**src/rtl/sqrt_pkg.sv**
```systemverilog
// Shared constants, FSM state type and sizing helper for the sqrt_sched slice.
package sqrt_pkg;

    localparam int SQRT_W    = 21;
    localparam int SQRT_ITER = 11;

    typedef enum logic [1:0] {
        IDLE = 2'd0,
        CALC = 2'd1,
        DONE = 2'd2
    } sqrt_state_t;

    // Width of a counter that must hold 0..n-1, never narrower than one bit.
    function automatic int cnt_w(input int n);
        return (n > 1) ? $clog2(n) : 1;
    endfunction

endpackage

```
**src/rtl/sqrt_sched_if.sv**
```systemverilog
// Request/result handshake bundle between sqrt_sched and its requesters and result sink.
interface sqrt_sched_if #(
    parameter int NREQ = 4,
    parameter int W    = 21,
    parameter int IDW  = $clog2(NREQ)
);

    logic [NREQ-1:0]   req_valid;
    logic [NREQ*W-1:0] req_x;
    logic [NREQ-1:0]   req_ready;
    logic              res_valid;
    logic [W-1:0]      res_y;
    logic [IDW-1:0]    res_id;
    logic              res_ready;
    logic              busy;

    modport master (
        output req_valid, req_x, res_ready,
        input  req_ready, res_valid, res_y, res_id, busy
    );

    modport slave (
        input  req_valid, req_x, res_ready,
        output req_ready, res_valid, res_y, res_id, busy
    );

endinterface

```
**src/rtl/sqrt_iter_step.sv**
```systemverilog
// One combinational step of the bit-serial square-root engine: the single squarer and comparator.
module sqrt_iter_step
    import sqrt_pkg::*;
#(
    parameter int W    = SQRT_W,
    parameter int ITER = (W + 1) / 2,
    parameter int CW   = cnt_w(ITER)
) (
    input  logic [ITER-1:0] last,
    input  logic [CW-1:0]   i,
    input  logic [W-1:0]    x,
    output logic [ITER-1:0] next_last
);

    localparam int PW = 2 * ITER;

    logic [ITER-1:0] t;
    logic [PW-1:0]   t_sq;
    logic [PW-1:0]   x_ext;

    // Full-width square so the strict compare never sees a truncated product.
    always_comb begin
        t         = last | (ITER'(1) << i);
        t_sq      = PW'(t) * PW'(t);
        x_ext     = PW'(x);
        next_last = (t_sq < x_ext) ? t : last;
    end

endmodule

```
**src/rtl/sqrt_sched.sv**
```systemverilog
// Shares one iterative integer square-root engine among NREQ requesters.
// Define SQRT_SCHED_RR_EN for round-robin arbitration; otherwise lowest index wins.
module sqrt_sched
    import sqrt_pkg::*;
#(
    parameter int NREQ = 4,
    parameter int W    = SQRT_W,
    parameter int ITER = (W + 1) / 2,
    parameter int IDW  = $clog2(NREQ)
) (
    input logic         clk,
    input logic         rst,
    sqrt_sched_if.slave bus
);

    localparam int CW = cnt_w(ITER);

    sqrt_state_t     state_q;
    sqrt_state_t     state_d;
    logic [CW-1:0]   i_q;
    logic [ITER-1:0] last_q;
    logic [ITER-1:0] next_last;
    logic [W-1:0]    x_q;
    logic [IDW-1:0]  id_q;

    logic            gnt_found;
    logic [IDW-1:0]  gnt_idx;
    logic            hs;

`ifdef SQRT_SCHED_RR_EN
    logic [IDW-1:0]  rr_ptr;

    // Search begins one past the last winner so every requester gets a turn.
    always_comb begin
        gnt_found = 1'b0;
        gnt_idx   = '0;
        for (int k = 0; k < NREQ; k++) begin
            if (!gnt_found && bus.req_valid[(int'(rr_ptr) + 1 + k) % NREQ]) begin
                gnt_found = 1'b1;
                gnt_idx   = IDW'((int'(rr_ptr) + 1 + k) % NREQ);
            end
        end
    end

    always_ff @(posedge clk or posedge rst) begin
        if (rst) begin
            rr_ptr <= IDW'(NREQ - 1);
        end else if (hs) begin
            rr_ptr <= gnt_idx;
        end
    end
`else
    always_comb begin
        gnt_found = 1'b0;
        gnt_idx   = '0;
        for (int k = 0; k < NREQ; k++) begin
            if (!gnt_found && bus.req_valid[k]) begin
                gnt_found = 1'b1;
                gnt_idx   = IDW'(k);
            end
        end
    end
`endif

    // A grant is only ever offered in IDLE, so offering it is the handshake.
    assign hs = (state_q == IDLE) && gnt_found;

    always_comb begin
        bus.req_ready = '0;
        if (hs) begin
            bus.req_ready[gnt_idx] = 1'b1;
        end
    end

    always_comb begin
        state_d = state_q;
        unique case (state_q)
            IDLE:    if (hs)            state_d = CALC;
            CALC:    if (i_q == '0)     state_d = DONE;
            DONE:    if (bus.res_ready) state_d = IDLE;
            default:                    state_d = IDLE;
        endcase
    end

    always_ff @(posedge clk or posedge rst) begin
        if (rst) begin
            state_q <= IDLE;
            i_q     <= '0;
        end else begin
            state_q <= state_d;
            if (hs) begin
                i_q <= CW'(ITER - 1);
            end else if (state_q == CALC && i_q != '0) begin
                i_q <= i_q - CW'(1);
            end
        end
    end

    // Operand, owner and accumulator carry no reset; outputs are gated by state instead.
    always_ff @(posedge clk) begin
        if (hs) begin
            x_q    <= bus.req_x[int'(gnt_idx) * W +: W];
            id_q   <= gnt_idx;
            last_q <= '0;
        end else if (state_q == CALC) begin
            last_q <= next_last;
        end
    end

    sqrt_iter_step #(
        .W    (W),
        .ITER (ITER),
        .CW   (CW)
    ) u_step (
        .last      (last_q),
        .i         (i_q),
        .x         (x_q),
        .next_last (next_last)
    );

    // Decodes of registered state only, so an abort clears them asynchronously.
    assign bus.res_valid = (state_q == DONE);
    assign bus.busy      = (state_q != IDLE);
    assign bus.res_y     = bus.res_valid ? W'(last_q) : '0;
    assign bus.res_id    = bus.res_valid ? id_q : '0;

endmodule

```
**src/flat_wrapper.sv**
```systemverilog
// flat-port wrapper written by rule: the top's interface ports become plain ports
module sqrt_sched_flat import sqrt_pkg::*;
#(
    parameter int NREQ = 4,
    parameter int W    = SQRT_W,
    parameter int ITER = (W + 1) / 2,
    parameter int IDW  = $clog2(NREQ)
)
  (clk, rst, bus_req_valid, bus_req_x, bus_res_ready, bus_req_ready, bus_res_valid, bus_res_y, bus_res_id, bus_busy);
  sqrt_sched_if #(.NREQ(NREQ), .W(W), .IDW(IDW)) bus_i ();
  input logic clk;
  input logic rst;
  input wire logic [$bits(bus_i.req_valid)-1:0] bus_req_valid;
  input wire logic [$bits(bus_i.req_x)-1:0] bus_req_x;
  input wire logic [$bits(bus_i.res_ready)-1:0] bus_res_ready;
  output wire logic [$bits(bus_i.req_ready)-1:0] bus_req_ready;
  output wire logic [$bits(bus_i.res_valid)-1:0] bus_res_valid;
  output wire logic [$bits(bus_i.res_y)-1:0] bus_res_y;
  output wire logic [$bits(bus_i.res_id)-1:0] bus_res_id;
  output wire logic [$bits(bus_i.busy)-1:0] bus_busy;
  assign bus_i.req_valid = bus_req_valid;
  assign bus_i.req_x = bus_req_x;
  assign bus_i.res_ready = bus_res_ready;
  assign bus_req_ready = bus_i.req_ready;
  assign bus_res_valid = bus_i.res_valid;
  assign bus_res_y = bus_i.res_y;
  assign bus_res_id = bus_i.res_id;
  assign bus_busy = bus_i.busy;
  sqrt_sched #(.NREQ(NREQ), .W(W), .ITER(ITER), .IDW(IDW)) u_core (.clk(clk), .rst(rst), .bus(bus_i));
endmodule
```
**config.mk**
```make
export PLATFORM = sky130hd
export DESIGN_NAME = sqrt_sched_flat
export DESIGN_NICKNAME = d
export VERILOG_FILES = /design/src/rtl/sqrt_pkg.sv /design/src/rtl/sqrt_sched_if.sv /design/src/rtl/sqrt_iter_step.sv /design/src/rtl/sqrt_sched.sv /design/src/flat_wrapper.sv
export SDC_FILE = /design/constraint.sdc
export NUM_CORES = 1
export LEC_CHECK = 0
export ABC_CLOCK_PERIOD_IN_PS = 7800
export CAP_MARGIN = 20
export CORE_ASPECT_RATIO = 2
export CORE_MARGIN = 1.5
export CORE_UTILIZATION = 55
export CTS_CLUSTER_SIZE = 24
export DETAILED_ROUTE_END_ITERATION = 6
export PLACE_DENSITY = 0.95
export REMOVE_ABC_BUFFERS = 1
export SLEW_MARGIN = 20
export SYNTH_ARGS = -nofsm -noshare
export SYNTH_HDL_FRONTEND = slang
export SYNTH_SLANG_ARGS = --single-unit
```
**constraint.sdc**
```tcl
create_clock -name clk -period 7.8 [get_ports clk]
set_input_delay 1.95 -clock clk [delete_from_list [all_inputs] [get_ports clk]]
set_output_delay 1.95 -clock clk [all_outputs]
set_load 0.02 [all_outputs]
```
; ---- After elaboration in Yosys (flattened, before gate mapping)
; Cells that the tools add are included.
[totals]
reg_bits = 40
latchBits = 0
ramBits = 0
rom_bits = 0
in_bits = 91
out_inout_bits = 29
word_cells = 53
memories = 0
[op_classes]
n_addsub = 1
mul = 2
n_div = 0
n_lt_le_gt_ge = 3
eq_ne = 5
shifts = 2
mux = 18
bitwise = 1
n_reduce_logical = 16
[op_table]
columns = operator, n
row1 = indexed part select 84 x 32 -> 21 bit, 1
row2 = < comparator 22 x 21 -> 1 bit, 1
row3 = multiplier 11 x 11 -> 22 bit, 1
row4 = 2-to-1 mux 2 bit, 6
row5 = 2-to-1 mux 4 bit, 3
row6 = 2-to-1 mux 11 bit, 1
row7 = OR 11 bit, 1
row8 = left shift 1 x 4 -> 11 bit (first input constant), 1
row9 = multiplier 2 x 5 -> 7 bit (second input constant), 1
row10 = logical AND 1 bit, 6
row11 = 2-to-1 mux 1 bit, 6
row12 = case mux 2 bit (3 select lines), 1
row13 = logical NOT 4 bit, 1
row14 = inequality test 2 x 1 -> 1 bit (second input constant), 2
row15 = nonzero test 2 bit, 2
row16 = nonzero test 4 bit, 1
row17 = subtractor 4 x 1 -> 4 bit (second input constant), 1
row18 = logical NOT 1 bit, 3
row19 = < comparator 2 x 3 -> 1 bit (second input constant), 1
row20 = AND reduction 3 bit, 1
row21 = demux 1 bit (select 2 bit), 1
row22 = equality test 2 x 1 -> 1 bit (second input constant), 1
row23 = equality test 2 bit (second input constant), 1
row24 = greater-or-equal comparator 2 x 1 -> 1 bit (second input constant), 1
row25 = 3 further kinds, 3

; ---- Logic depth before layout (Yosys ltp)
[logic_depth]
depth_word = 15
ltp_mapped = 31
depth_no_buf = 29

; ---- Cells and area by module
; Synthesis repeated with hierarchy kept, for this count alone.
[unflattened]
cells_unflattened = 726
area_unflattened_um2 = 6241.0
[by_module_without_submodules]
columns = module, n_inst, cells_per_inst, area_per_inst_um2, seq_area_each_um2
row1 = sqrt_iter_step, 1, 478, 3896.2, 0.0
row2 = sqrt_sched, 1, 248, 2344.7, 1061.0

; ---- Worst setup path before layout
; No wires, ideal clock.
[synth_path]
path_type = reg-to-reg
start = register u_core.i_q[0]
end = register u_core.last_q[2]
setup_ns = 0.079
arrival_time_ns = 6.985
t_required_ns = 7.721
slack_ns = 0.735
stages_incl_launch_ff = 30
n_path_buf = 1
synth_period_minus_slack_ns = 7.065
path_cell_list = dfrtp_1 -> inv_1 -> ha_1 -> nor3b_2 -> nor2_1 -> nor2_1 -> inv_1 -> fa_1 -> fa_1 -> inv_1 -> fa_1 -> fa_1 -> inv_1 -> fa_1 -> inv_1 -> ha_1 -> nand3_1 -> o21ai_0 -> a211oi_2 -> o21ai_1 -> or4_1 -> nand3_1 -> ha_1 -> nand2_1 -> o21ai_1 -> a2111o_1 -> buf_2 -> o31ai_1 -> nand2_1 -> a211oi_2
[synth_between]
elab_chain_len = 5
[synth_lines]
columns = element, line_no
row1 = from (decl), sqrt_sched.sv:20  ; logic [CW-1:0] i_q;
row2 = from (signal assigned), sqrt_sched.sv:92  ; i_q <= CW'(ITER - 1);
row3 = from (signal assigned), sqrt_sched.sv:94  ; i_q <= i_q - CW'(1);
row4 = left shift 1 x 4 -> 11 bit *, sqrt_iter_step.sv:23  ; t = last | (ITER'(1) << i);
row5 = OR 11 bit *, sqrt_iter_step.sv:23
row6 = multiplier 11 x 11 -> 22 bit, sqrt_iter_step.sv:24  ; t_sq = PW'(t) * PW'(t);
row7 = < comparator 22 x 21 -> 1 bit, sqrt_iter_step.sv:26  ; next_last = (t_sq < x_ext) ? t : last;
row8 = AND reduction 2 bit (no line), n/a
row9 = to (signal assigned), sqrt_sched.sv:106  ; last_q <= next_last;
row10 = to (decl), sqrt_sched.sv:21  ; logic [ITER-1:0] last_q;
; Every way passes the cells marked *; elsewhere a longest branch is shown, timed or not.
; A chain may end at the register's enable or synchronous reset.

; ---- Worst setup path after layout
[layout_path]
start = register u_core.i_q[2]
end = register u_core.last_q[5]
; Same word-level chain as after synthesis.

==> impl_metrics.tcl <==
set metrics [dict create \
    peakVddDrop_mv 0.201 \
    cts_max_path_buffers 2 \
    p_int_mw 1.06 \
    timing.rr.start "u_core.i_q[2]$_DFFE_PP0P_" \
    final-max-slew-violation-count 0 \
    synth_area_leader_cell "fa_1" \
    nFillCells 853 \
    min_path_type "flop to flop" \
    drive_gt1_share_pct 9.17 \
    ys_ff_latch 40 \
    seqPwrFrac_pct 15.9 \
    holdPathEnd "u_core.last_q[10]$_SDFFE_PP0P_" \
    wl_per_cell_um 17.6 \
    min_path_cells 2 \
    synth-edff-count 23 \
    multiInputGateArea_um2 4830 \
    maxCapViolations 0 \
    placed_cells 1008 \
    synthCells 757 \
    seq_area_um2 1060 \
    clk_latency_ns 0.29 \
    cts_setup_buffers 0 \
    combPwrFrac_pct 74.3 \
    setup_viol 0 \
    fin_cells 1017 \
    yosysWarnings 0 \
    h-tree-depth 2 \
    synth.distinct_cells 66 \
    cp.required_ns 8.00 \
    grt_max_degree 26 \
    dieArea_um2 12500 \
    cts_tree "yes" \
    num_vias 5947 \
    async_reset_ff_share_pct 15.0 \
    synth_top_area_share_pct 19.8 \
    drt_first_pass_iters 5 \
    syn_avg_cell_area_um2 8.57 \
    ant_nets 0 \
    drt_iter0_markers 283 \
    grt_pass1_vias 6085 \
    reg2reg_slack_ns 0.22 \
    clock-sinks 40 \
    avgViaCountPerCell 5.85 \
    r2r-end "u_core.last_q[5]$_SDFFE_PP0P_" \
    worstHoldStart "u_core.last_q[10]$_SDFFE_PP0P_" \
    final_common_cell "inv_1" \
    grt_pass1_wl_mm 28.3 \
    synth_top_flop_cell "edfxtp_1" \
    path_class "flop to flop" \
    rows 56 \
    die_height_um 157 \
    ys_top_cells_by_area "fa_1 (20%), ha_1 (14%), edfxtp_1 (11%), inv_1 (7.9%), nand2_1 (4.3%)" \
    min_period_over_period_pct 97.2 \
    fin_crit_ns 7.58 \
    max_freq_ghz 0.132 \
    sw_frac_of_total_pct 50.6 \
    antennaDiodeCount 0 \
    drt-total-wl_mm 17.9 \
    grt.overflow.total 0 \
    grt.total_usage_pct 29.2 \
    arrival_ns 7.78 \
    end_kind "flop" \
    power_mw 2.14 \
    clock_power_share_pct 9.8 \
    crit_fanout 7 \
    io_pins 120 \
    leakagePower_nw 3.99 \
    initial_utilization_pct 55.8 \
    core_region_area_um2 11600 \
    maxSlewHeadroom_pct 25.0 \
    startpoint_type "flop" \
    cts_root_buffer "clkbuf_16" \
    power_density_nw_per_um2 267 \
    layout_common_cells "inv_1 (135), clkdlybuf4s50_1 (109), nand2_1 (75)" \
    ctsHoldBuffers 0 \
    synthToLayoutAreaGrowth_pct 23.6 \
    path_clk_slew_ns 0.06 \
    clock_skew_ns 0.00875 \
    gp_congestion 1.03 \
    syn_area_um2 6480 \
    ys_seq_area_share_pct 16.4 \
    die_x_um 79.8 \
    reg2reg_depth 25 \
    nets 1100 \
    numCtsBuffers 5 \
    status "finished, final reports clean" \
    port_buffers 109 \
    antenna_found_initial 0 \
    hpwl_mm 14.6 \
    finalHoldViolations 0 \
    worst_pin_slew_ns 1.12 \
    p_sw_mw 1.08 \
    remaining_drc_errors 0 \
]
-- critical path, stage by stage (launching register included) --
cell and delay [ns]:
dfrtp_1 0.54, nor2b_4 0.31, a21o_1 0.26, buf_4 0.17, nand2_1 0.07, fa_1 0.55
inv_1 0.08, fa_1 0.51, fa_1 0.52, fa_1 0.56, inv_1 0.06, fa_1 0.52
inv_1 0.05, ha_1 0.39, a21oi_1 0.19, o21ai_2 0.09, and3_1 0.21, a211oi_1 0.41
o211ai_1 0.16, o311ai_1 0.10, ha_1 0.29, and3_1 0.23, a2111o_1 0.55, o31ai_1 0.32
nand2_1 0.12, a211oi_2 0.23
-- worst max-delay path by stage --
stage | start | endpoint | slack [ns] | depth (start not counted)
final | u_core.i_q[2]$_DFFE_PP0P_ | u_core.last_q[5]$_SDFFE_PP0P_ | 0.22 | 25
after floorplan | u_core.i_q[0]$_DFFE_PP0P_ | u_core.last_q[5]$_SDFFE_PP0P_ | 0.74 | 28
after global routing | u_core.i_q[1]$_DFFE_PP0P_ | u_core.last_q[5]$_SDFFE_PP0P_ | -0.1 | 27
after detailed placement | u_core.i_q[0]$_DFFE_PP0P_ | u_core.last_q[2]$_SDFFE_PP0P_ | -0.05 | 26
after global placement | u_core.i_q[0]$_DFFE_PP0P_ | u_core.last_q[2]$_SDFFE_PP0P_ | 0.16 | 27
after CTS | u_core.i_q[0]$_DFFE_PP0P_ | u_core.last_q[2]$_SDFFE_PP0P_ | 0.006 | 27
-- routing by layer --
metal	vias to the layer above	global-route usage [%]	share of wire, %
met5	-	0	0
met1	2827	28.3	33
met3	89	3.21	4.5
met4	0	19.9	7.5
li1	2737	-	-
met2	294	55.6	55
-- cell usage after synthesis (3+ instances only) --
cell type  number
nor2b_1         4
a21oi_2         4
a21oi_1        43
or4_1           3
edfxtp_1       23
and3_1          8
nand2_1        75
o21ai_0        28
nor3b_1         3
or2_2           3
and4_1          3
xnor2_1        15
o31ai_1         9
buf_4          11
inv_1         136
buf_2          12
a211oi_2        9
xor2_1          7
a22oi_1        22
nand2b_1        3
clkbuf_1       10
and2_1         17
nor2_1         51
nand3_1         6
dfxtp_1        11
o21ai_1         3
nor3_1          9
nand4_1         4
dfrtp_1         6
fa_1           64
mux2i_1        21
clkinv_1        3
a21o_1         16
ha_1           74
-- through the flow --
step                      setup slack (ns)  hold slack (ns)  cell area, µm²  TNS, ns  utilization [%]
after floorplan                      0.740            0.468            6310        0                -
after global placement               0.163            0.489            7770        0             66.8
after detailed placement           -0.0501            0.493            7770   -0.237             66.8
after CTS                          0.00558            0.501            7930        0             68.1
after global routing               -0.0967            0.534            8010   -0.222             68.9
final                                0.220            0.514            8010        0             68.9
-- flip-flops by register name (all words and copies together) (netlist names) --
| signal | flops |
|---|---|
| u_core.x_q | 21 |
| u_core.last_q | 11 |
| u_core.i_q | 4 |
| u_core.id_q | 2 |
| u_core.state_q | 2 |
-- power groups by stage --
stage / Clock (mW) / Sequential [mW] / Combinational, mW
after detailed placement: 0 / 0.336 / 1.48
after global routing: 0.216 / 0.345 / 1.75
after global placement: 0 / 0.331 / 1.43
final: 0.210 / 0.339 / 1.59
after CTS: 0.209 / 0.332 / 1.52
after floorplan: 0 / 0.322 / 1.04
-- kinds of logic (layout without fill, tap and decap cells) --
group	count (synthesis)	count (layout)	synth area share, %
multiplexers	23	23	3.59
adder cells (fa/ha/maj)	138	138	34.0
XOR/XNOR	22	22	2.97
other	1	10	0.0578
AO/OA/AOI/OAI	160	161	17.4
AND/OR/NAND/NOR	198	198	14.4
flip-flops	40	40	16.4
buffers and inverters	175	280	11.2
-- final cells by class --
cell class / count / area share, %
flip-flops and latches: 40 / 13.2
inverters: 139 / 6.51
clock buffers: 7 / 1.78
clock inverters: 1 / 0.0937
repair buffers: 133 / 15.9
multi-input cells: 552 / 60.2
well taps: 145 / 2.26
-- what timing repair did --
action,CTS,global route
pin swaps,0,3
resized for setup,1,24
cloned,0,1
setup endpoints to repair,10,11
(Power assumes the default switching activity.)
